==> src/rtl/dram_bus_arbiter_if.sv <==
// Cache-side and DRAM-bus-side signal bundle for dram_bus_arbiter.
// The master modport is the arbiter's view; slave is the surrounding caches and memory.
interface dram_bus_arbiter_if #(
  parameter int unsigned ADDR_W     = 32,
  parameter int unsigned WORD_W     = 32,
  parameter int unsigned BLOCK_SIZE = 4
);
  logic                                  i_req;
  logic [ADDR_W-1:0]                     i_addr;
  logic [BLOCK_SIZE-1:0][WORD_W-1:0]     i_rdata;
  logic                                  i_ack;
  logic                                  d_req;
  logic                                  d_we;
  logic [ADDR_W-1:0]                     d_addr;
  logic [BLOCK_SIZE-1:0][WORD_W-1:0]     d_wdata;
  logic [BLOCK_SIZE-1:0][WORD_W-1:0]     d_rdata;
  logic                                  d_ack;
  logic [ADDR_W-1:0]                     bus_address_to_mem;
  logic [BLOCK_SIZE-1:0][WORD_W-1:0]     bus_data_to_mem;
  logic                                  bus_read_enable;
  logic                                  bus_write_enable;
  logic [BLOCK_SIZE-1:0][WORD_W-1:0]     bus_data_from_mem;
  logic                                  acknowledge_from_mem;
  logic                                  bus_error;

  modport master (
    input  i_req, i_addr, d_req, d_we, d_addr, d_wdata,
           bus_data_from_mem, acknowledge_from_mem,
    output i_rdata, i_ack, d_rdata, d_ack,
           bus_address_to_mem, bus_data_to_mem, bus_read_enable, bus_write_enable, bus_error
  );

  modport slave (
    output i_req, i_addr, d_req, d_we, d_addr, d_wdata,
           bus_data_from_mem, acknowledge_from_mem,
    input  i_rdata, i_ack, d_rdata, d_ack,
           bus_address_to_mem, bus_data_to_mem, bus_read_enable, bus_write_enable, bus_error
  );
endinterface

==> src/rtl/dram_bus_arbiter.sv <==
// Round-robin arbiter/sequencer sharing one block-wide DRAM bus between I-cache and D-cache,
// with a watchdog that abandons transfers the memory never acknowledges.
module dram_bus_arbiter #(
  parameter int unsigned ADDR_W     = 32,
  parameter int unsigned WORD_W     = 32,
  parameter int unsigned BLOCK_SIZE = 4,
  parameter int unsigned TIMEOUT    = 1024
) (
  input logic               clk,
  input logic               reset,
  dram_bus_arbiter_if.master bus
);

  localparam int unsigned WdogW = 16;

  typedef logic [BLOCK_SIZE-1:0][WORD_W-1:0] block_t;
  typedef enum logic [1:0] {StIdle, StBusyI, StBusyD, StDone} state_e;

  state_e            state_q, state_d;
  logic              last_d_q, last_d_d;
  logic [ADDR_W-1:0] addr_q, addr_d;
  block_t            wdata_q, wdata_d;
  logic              re_q, re_d;
  logic              we_q, we_d;
  block_t            i_rdata_q, i_rdata_d;
  block_t            d_rdata_q, d_rdata_d;
  logic              i_ack_q, i_ack_d;
  logic              d_ack_q, d_ack_d;
  logic              err_q, err_d;
  logic [WdogW-1:0]  wdog_q, wdog_d;

  always_comb begin
    state_d   = state_q;
    last_d_d  = last_d_q;
    addr_d    = addr_q;
    wdata_d   = wdata_q;
    re_d      = re_q;
    we_d      = we_q;
    i_rdata_d = i_rdata_q;
    d_rdata_d = d_rdata_q;
    i_ack_d   = 1'b0;
    d_ack_d   = 1'b0;
    err_d     = err_q;
    wdog_d    = wdog_q;

    unique case (state_q)
      StIdle: begin
        // On a tie the master that did not win last time gets the bus.
        if (bus.i_req && (!bus.d_req || last_d_q)) begin
          state_d  = StBusyI;
          addr_d   = bus.i_addr;
          re_d     = 1'b1;
          we_d     = 1'b0;
          last_d_d = 1'b0;
          wdog_d   = '0;
        end else if (bus.d_req) begin
          state_d  = StBusyD;
          addr_d   = bus.d_addr;
          wdata_d  = bus.d_wdata;
          re_d     = !bus.d_we;
          we_d     = bus.d_we;
          last_d_d = 1'b1;
          wdog_d   = '0;
        end
      end
      StBusyI, StBusyD: begin
        if (bus.acknowledge_from_mem) begin
          re_d    = 1'b0;
          we_d    = 1'b0;
          state_d = StDone;
          if (state_q == StBusyI) begin
            i_rdata_d = bus.bus_data_from_mem;
            i_ack_d   = 1'b1;
          end else begin
            if (re_q) d_rdata_d = bus.bus_data_from_mem;
            d_ack_d = 1'b1;
          end
        end else if (wdog_q == WdogW'(TIMEOUT - 1)) begin
          // Abandon the transfer silently; the requester stays pending and is re-arbitrated.
          re_d    = 1'b0;
          we_d    = 1'b0;
          err_d   = 1'b1;
          state_d = StDone;
        end else begin
          wdog_d = wdog_q + WdogW'(1);
        end
      end
      StDone:  state_d = StIdle;
      default: state_d = StIdle;
    endcase
  end

  always_ff @(posedge clk or posedge reset) begin
    if (reset) begin
      state_q   <= StIdle;
      last_d_q  <= 1'b1;
      addr_q    <= '0;
      wdata_q   <= '0;
      re_q      <= 1'b0;
      we_q      <= 1'b0;
      i_rdata_q <= '0;
      d_rdata_q <= '0;
      i_ack_q   <= 1'b0;
      d_ack_q   <= 1'b0;
      err_q     <= 1'b0;
      wdog_q    <= '0;
    end else begin
      state_q   <= state_d;
      last_d_q  <= last_d_d;
      addr_q    <= addr_d;
      wdata_q   <= wdata_d;
      re_q      <= re_d;
      we_q      <= we_d;
      i_rdata_q <= i_rdata_d;
      d_rdata_q <= d_rdata_d;
      i_ack_q   <= i_ack_d;
      d_ack_q   <= d_ack_d;
      err_q     <= err_d;
      wdog_q    <= wdog_d;
    end
  end

  assign bus.bus_address_to_mem = addr_q;
  assign bus.bus_data_to_mem    = wdata_q;
  assign bus.bus_read_enable    = re_q;
  assign bus.bus_write_enable   = we_q;
  assign bus.i_rdata            = i_rdata_q;
  assign bus.d_rdata            = d_rdata_q;
  assign bus.i_ack              = i_ack_q;
  assign bus.d_ack              = d_ack_q;
  assign bus.bus_error          = err_q;

endmodule

==> src/flat_wrapper.sv <==
// flat-port wrapper written by rule: the top's interface ports become plain ports
module dram_bus_arbiter_flat 
#(
  parameter int unsigned ADDR_W     = 32,
  parameter int unsigned WORD_W     = 32,
  parameter int unsigned BLOCK_SIZE = 4,
  parameter int unsigned TIMEOUT    = 1024
)
  (clk, reset, bus_i_req, bus_i_addr, bus_d_req, bus_d_we, bus_d_addr, bus_d_wdata, bus_bus_data_from_mem, bus_acknowledge_from_mem, bus_i_rdata, bus_i_ack, bus_d_rdata, bus_d_ack, bus_bus_address_to_mem, bus_bus_data_to_mem, bus_bus_read_enable, bus_bus_write_enable, bus_bus_error);
  dram_bus_arbiter_if #(.ADDR_W(ADDR_W), .WORD_W(WORD_W), .BLOCK_SIZE(BLOCK_SIZE)) bus_i ();
  input logic clk;
  input logic reset;
  input wire logic [$bits(bus_i.i_req)-1:0] bus_i_req;
  input wire logic [$bits(bus_i.i_addr)-1:0] bus_i_addr;
  input wire logic [$bits(bus_i.d_req)-1:0] bus_d_req;
  input wire logic [$bits(bus_i.d_we)-1:0] bus_d_we;
  input wire logic [$bits(bus_i.d_addr)-1:0] bus_d_addr;
  input wire logic [$bits(bus_i.d_wdata)-1:0] bus_d_wdata;
  input wire logic [$bits(bus_i.bus_data_from_mem)-1:0] bus_bus_data_from_mem;
  input wire logic [$bits(bus_i.acknowledge_from_mem)-1:0] bus_acknowledge_from_mem;
  output wire logic [$bits(bus_i.i_rdata)-1:0] bus_i_rdata;
  output wire logic [$bits(bus_i.i_ack)-1:0] bus_i_ack;
  output wire logic [$bits(bus_i.d_rdata)-1:0] bus_d_rdata;
  output wire logic [$bits(bus_i.d_ack)-1:0] bus_d_ack;
  output wire logic [$bits(bus_i.bus_address_to_mem)-1:0] bus_bus_address_to_mem;
  output wire logic [$bits(bus_i.bus_data_to_mem)-1:0] bus_bus_data_to_mem;
  output wire logic [$bits(bus_i.bus_read_enable)-1:0] bus_bus_read_enable;
  output wire logic [$bits(bus_i.bus_write_enable)-1:0] bus_bus_write_enable;
  output wire logic [$bits(bus_i.bus_error)-1:0] bus_bus_error;
  assign bus_i.i_req = bus_i_req;
  assign bus_i.i_addr = bus_i_addr;
  assign bus_i.d_req = bus_d_req;
  assign bus_i.d_we = bus_d_we;
  assign bus_i.d_addr = bus_d_addr;
  assign bus_i.d_wdata = bus_d_wdata;
  assign bus_i.bus_data_from_mem = bus_bus_data_from_mem;
  assign bus_i.acknowledge_from_mem = bus_acknowledge_from_mem;
  assign bus_i_rdata = bus_i.i_rdata;
  assign bus_i_ack = bus_i.i_ack;
  assign bus_d_rdata = bus_i.d_rdata;
  assign bus_d_ack = bus_i.d_ack;
  assign bus_bus_address_to_mem = bus_i.bus_address_to_mem;
  assign bus_bus_data_to_mem = bus_i.bus_data_to_mem;
  assign bus_bus_read_enable = bus_i.bus_read_enable;
  assign bus_bus_write_enable = bus_i.bus_write_enable;
  assign bus_bus_error = bus_i.bus_error;
  dram_bus_arbiter #(.ADDR_W(ADDR_W), .WORD_W(WORD_W), .BLOCK_SIZE(BLOCK_SIZE), .TIMEOUT(TIMEOUT)) u_core (.clk(clk), .reset(reset), .bus(bus_i));
endmodule
==> config.mk <==
export PLATFORM = sky130hd
export DESIGN_NAME = dram_bus_arbiter_flat
export DESIGN_NICKNAME = d
export VERILOG_FILES = /design/src/rtl/dram_bus_arbiter_if.sv /design/src/rtl/dram_bus_arbiter.sv /design/src/flat_wrapper.sv
export SDC_FILE = /design/constraint.sdc
export NUM_CORES = 1
export LEC_CHECK = 0
export ABC_AREA = 1
export CAP_MARGIN = 20
export CORE_AREA = 2 2 288 290
export CTS_BUF_LIST = sky130_fd_sc_hd__clkbuf_16
export DETAILED_ROUTE_END_ITERATION = 6
export DIE_AREA = 0 0 290 292
export PLACE_DENSITY_LB_ADDON = 0.25
export SYNTH_ARGS = -nofsm -noshare
export SYNTH_HDL_FRONTEND = slang
export SYNTH_SLANG_ARGS = --single-unit
==> constraint.sdc <==
create_clock -name clk -period 14.06 [get_ports clk]
set_clock_uncertainty 0.2 [all_clocks]
set_input_delay 2.812 -clock clk [delete_from_list [all_inputs] [get_ports clk]]
set_output_delay 2.812 -clock clk [all_outputs]
set_load 0.02 [all_outputs]
==> reports/qor.txt <==
Gpl congestion -> 0.8443
Mux share of post-synthesis cell area -> 0.08477
Asr flop ratio synth -> 1.000
Hold-fix buffers, CTS -> 0
Number of iterations in the first detailed-routing pass -> 5
Layout area overhead -> 59.37%
Final HPWL DP -> 43,540 um
Worst Setup Slack, final -> 7.461 ns
Post-synthesis sequential area ratio -> 0.6476
Lkg Pwr -> 12.01 nW
Power per Cell Area -> 235.8 nW/um2
Routed Antenna Nets -> 0
Starting Density -> 0.2084
Avg Cell Area, Syn -> 10.57 um2
Period utilization -> 0.4693
Total grt overflow -> 0
Reg clk slew, reported paths -> 0.06 ns
Fill cells -> 8,298
Via density -> 4.026
Synthesized-area fraction occupied by adder cells -> 0.003679
Status -> complete, no violations
CTS Sinks -> 440
Count of warnings emitted by yosys -> 0
Setup-failing EPs final -> 0
Cell row count -> 105
Post-CTS Setup Bufs -> 0
1st-iter DRT viols -> 623
Req. time, crit path -> 14.33 ns
Drt total wl -> 59,430 um
Seq cells post-synth -> 440
DR vias -> 13,864
Die Wd -> 290 um
Final core utilization -> 0.3322
Fmax -> 151.5 MHz
Vias in the first global route -> 14,499
Largest family of logic cells by synthesized area -> compound AO/OA/AOI/OAI gates
Max transition margin -> 0.2888
Synth Area in Compound Gates -> 0.1071
CTS tree -> done
Synth area leaders -> dfrtp_1, o21ai_0, nand2_1
Clock Path Buffers -> 3
GRT Resource Usage Total -> 0.1366
Placeable Area -> 81,580 um2
Arrival time worst endpoint -> 6.87 ns
DRC viols -> 0
Design area -> 27,100 um2
WHS -> 0.2796 ns
Top cell type's share of synthesized area -> 0.6461
Max-Cap Viols -> 0
Final Hold Fails -> 0
First-pass GRT wire length -> 90,160 um
H-Tree Depth -> 2
Fin crit period -> 6.599 ns
Sum Neg Setup Slack -> 0 ns
Cell Area, Synth -> 17,000 um2
Slew @ Worst Pin -> 1.067 ns
Worst vdd ir -> 0.09443 mV
I/O Pins -> 747
Post-synth EDFFs -> 0
Die area -> 84,680 um2
WL/cell -> 17.26 um
CP max FO -> 65
Port bufs -> 746
Nets -> 2,663
Netlist cell types -> 24
Post-Syn Instances -> 1,608
Net count after synthesis -> 1,939
Worst setup path category -> primary input to flip-flop
Startpoint types -> primary input
Largest net degree at the start of global routing -> 165
Synth Area in Simple Gates -> 0.09706
Clk Latency, worst-skew pair -> 0.59 ns
Ys flop type -> dfrtp_1
Critical Path End Type -> flip-flop
Final-report max-slew violation count -> 0
Total CTS buffers -> 52
Placed Area -> 25,510 um2
Share of cells above drive strength 1 -> 0.04933
Post-CTS resize count -> 0
XOR/XNOR share of the synthesized area -> 0
Initial antenna violation count -> 4
Die H -> 292 um
HP Class -> flip-flop to flip-flop
Worst slack at placement -> 6.786 ns
Clock root cell -> clkbuf_16
Dominant cell type by area after synthesis -> dfrtp_1
RSZ-0062 raised after global routing -> no
[state kept, by name, indices dropped and copies added, names as in the netlist]
signal,cells
u_core.bus.bus_address_to_mem,32
u_core.bus.bus_data_to_mem,128
u_core.bus.bus_error,1
u_core.bus.bus_read_enable,1
u_core.bus.bus_write_enable,1
u_core.bus.d_ack,1
u_core.bus.d_rdata,128
u_core.bus.i_ack,1
u_core.bus.i_rdata,128
u_core.last_d_q,1
u_core.state_q,2
u_core.wdog_q,16
[cell usage after synthesis, types with 2 or more instances]
master,number
inv_1,155
inv_2,2
nand3_1,20
clkbuf_1,64
ha_1,5
buf_6,12
mux2_2,21
buf_1,3
dfrtp_1,439
o21ai_0,285
mux2_1,107
o21bai_1,2
nand2_1,355
nor2_1,55
buf_2,6
a21oi_1,69
[worst max-delay path, stage by stage]
cell and delay (ns):
clkdlybuf4s50_1 0.52, inv_1 0.09, a21oi_4 0.70, inv_2 0.53, nand2_4 0.85, buf_4 0.81, mux2_1 0.40
[worst paths after layout]
kind | from | endpoint | slack [ns] | depth (start not counted)
hold / removal | u_core.bus.bus_error$_DFFE_PP0P_ | u_core.bus.bus_error$_DFFE_PP0P_ | 0.28 | 1
max in group asynchronous | reset | u_core.bus.i_rdata[42]$_DFFE_PP0P_ | 9.23 | 4
min in group asynchronous | reset | u_core.bus.bus_data_to_mem[52]$_DFFE_PP0P_ | 2.40 | 2
setup reg to reg | u_core.last_d_q$_DFFE_PP1P_ | u_core.bus.bus_data_to_mem[42]$_DFFE_PP0P_ | 9.69 | 6
hold reg to reg | u_core.bus.bus_error$_DFFE_PP0P_ | u_core.bus.bus_error$_DFFE_PP0P_ | 0.28 | 1
setup / recovery | bus_i_req | u_core.bus.bus_data_to_mem[42]$_DFFE_PP0P_ | 7.46 | 7
[through the flow]
step | instances | power [mW]
6_report | 3444 | 6.391
5_1_grt | 3444 | 6.792
4_1_cts | 3442 | 6.509
3_5_place_dp | 3348 | 5.191
3_3_place_gp | 3348 | 5.142
2_1_floorplan | 1608 | 3.602
[power by group]
group	total [mW]	leakage, nW	internal [mW]	switching [mW]
sequential	2.16	5.43	1.84	0.312
clock	1.27	0.827	0.710	0.558
combinational	2.97	5.75	1.36	1.61
total	6.39	12.0	3.91	2.48
[per-layer routing]
| layer | up-vias | wire length (um) | track usage |
|---|---|---|---|
| met5 | - | 13 | 0 |
| met4 | 2 | 1803 | 0.04789 |
| met3 | 94 | 4264 | 0.04194 |
| met1 | 6649 | 23530 | 0.1582 |
| met2 | 483 | 29820 | 0.2383 |
| li1 | 6636 | - | - |
[layout by cell type (no fill, tap or decap), types with 8 or more instances in the layout]
master,n
o21ai_0,285
nand2_1,352
clkinv_2,15
nand3_1,20
clkinv_1,9
inv_1,164
mux2_2,21
mux2_1,107
a21oi_1,69
buf_4,8
dfrtp_1,439
nor2_1,55
clkdlybuf4s50_1,746
clkbuf_16,52
[logic make-up (layout without fill, tap and decap cells)]
family	after synthesis	after routing
DFF	440	440
and+or+nand+nor	432	432
AOI/OAI and AO/OA	359	359
buffers and inverters	244	1008
muxes	128	128
adders and majority gates	5	5
other	0	2
[area by class of cell]
type | instances | area [um2] | share of cell area
antenna | 2 | 5.005 | 0.0001847
clock buffer | 52 | 1301 | 0.04802
timing repair buffer | 756 | 7567 | 0.2792
clock inverter | 42 | 281.5 | 0.01039
tap | 1070 | 1339 | 0.04940
multi-input combinational | 924 | 4997 | 0.1844
inverter | 158 | 596.8 | 0.02202
sequential | 440 | 11010 | 0.4063
No activity file was read; power rests on OpenSTA's default activity.
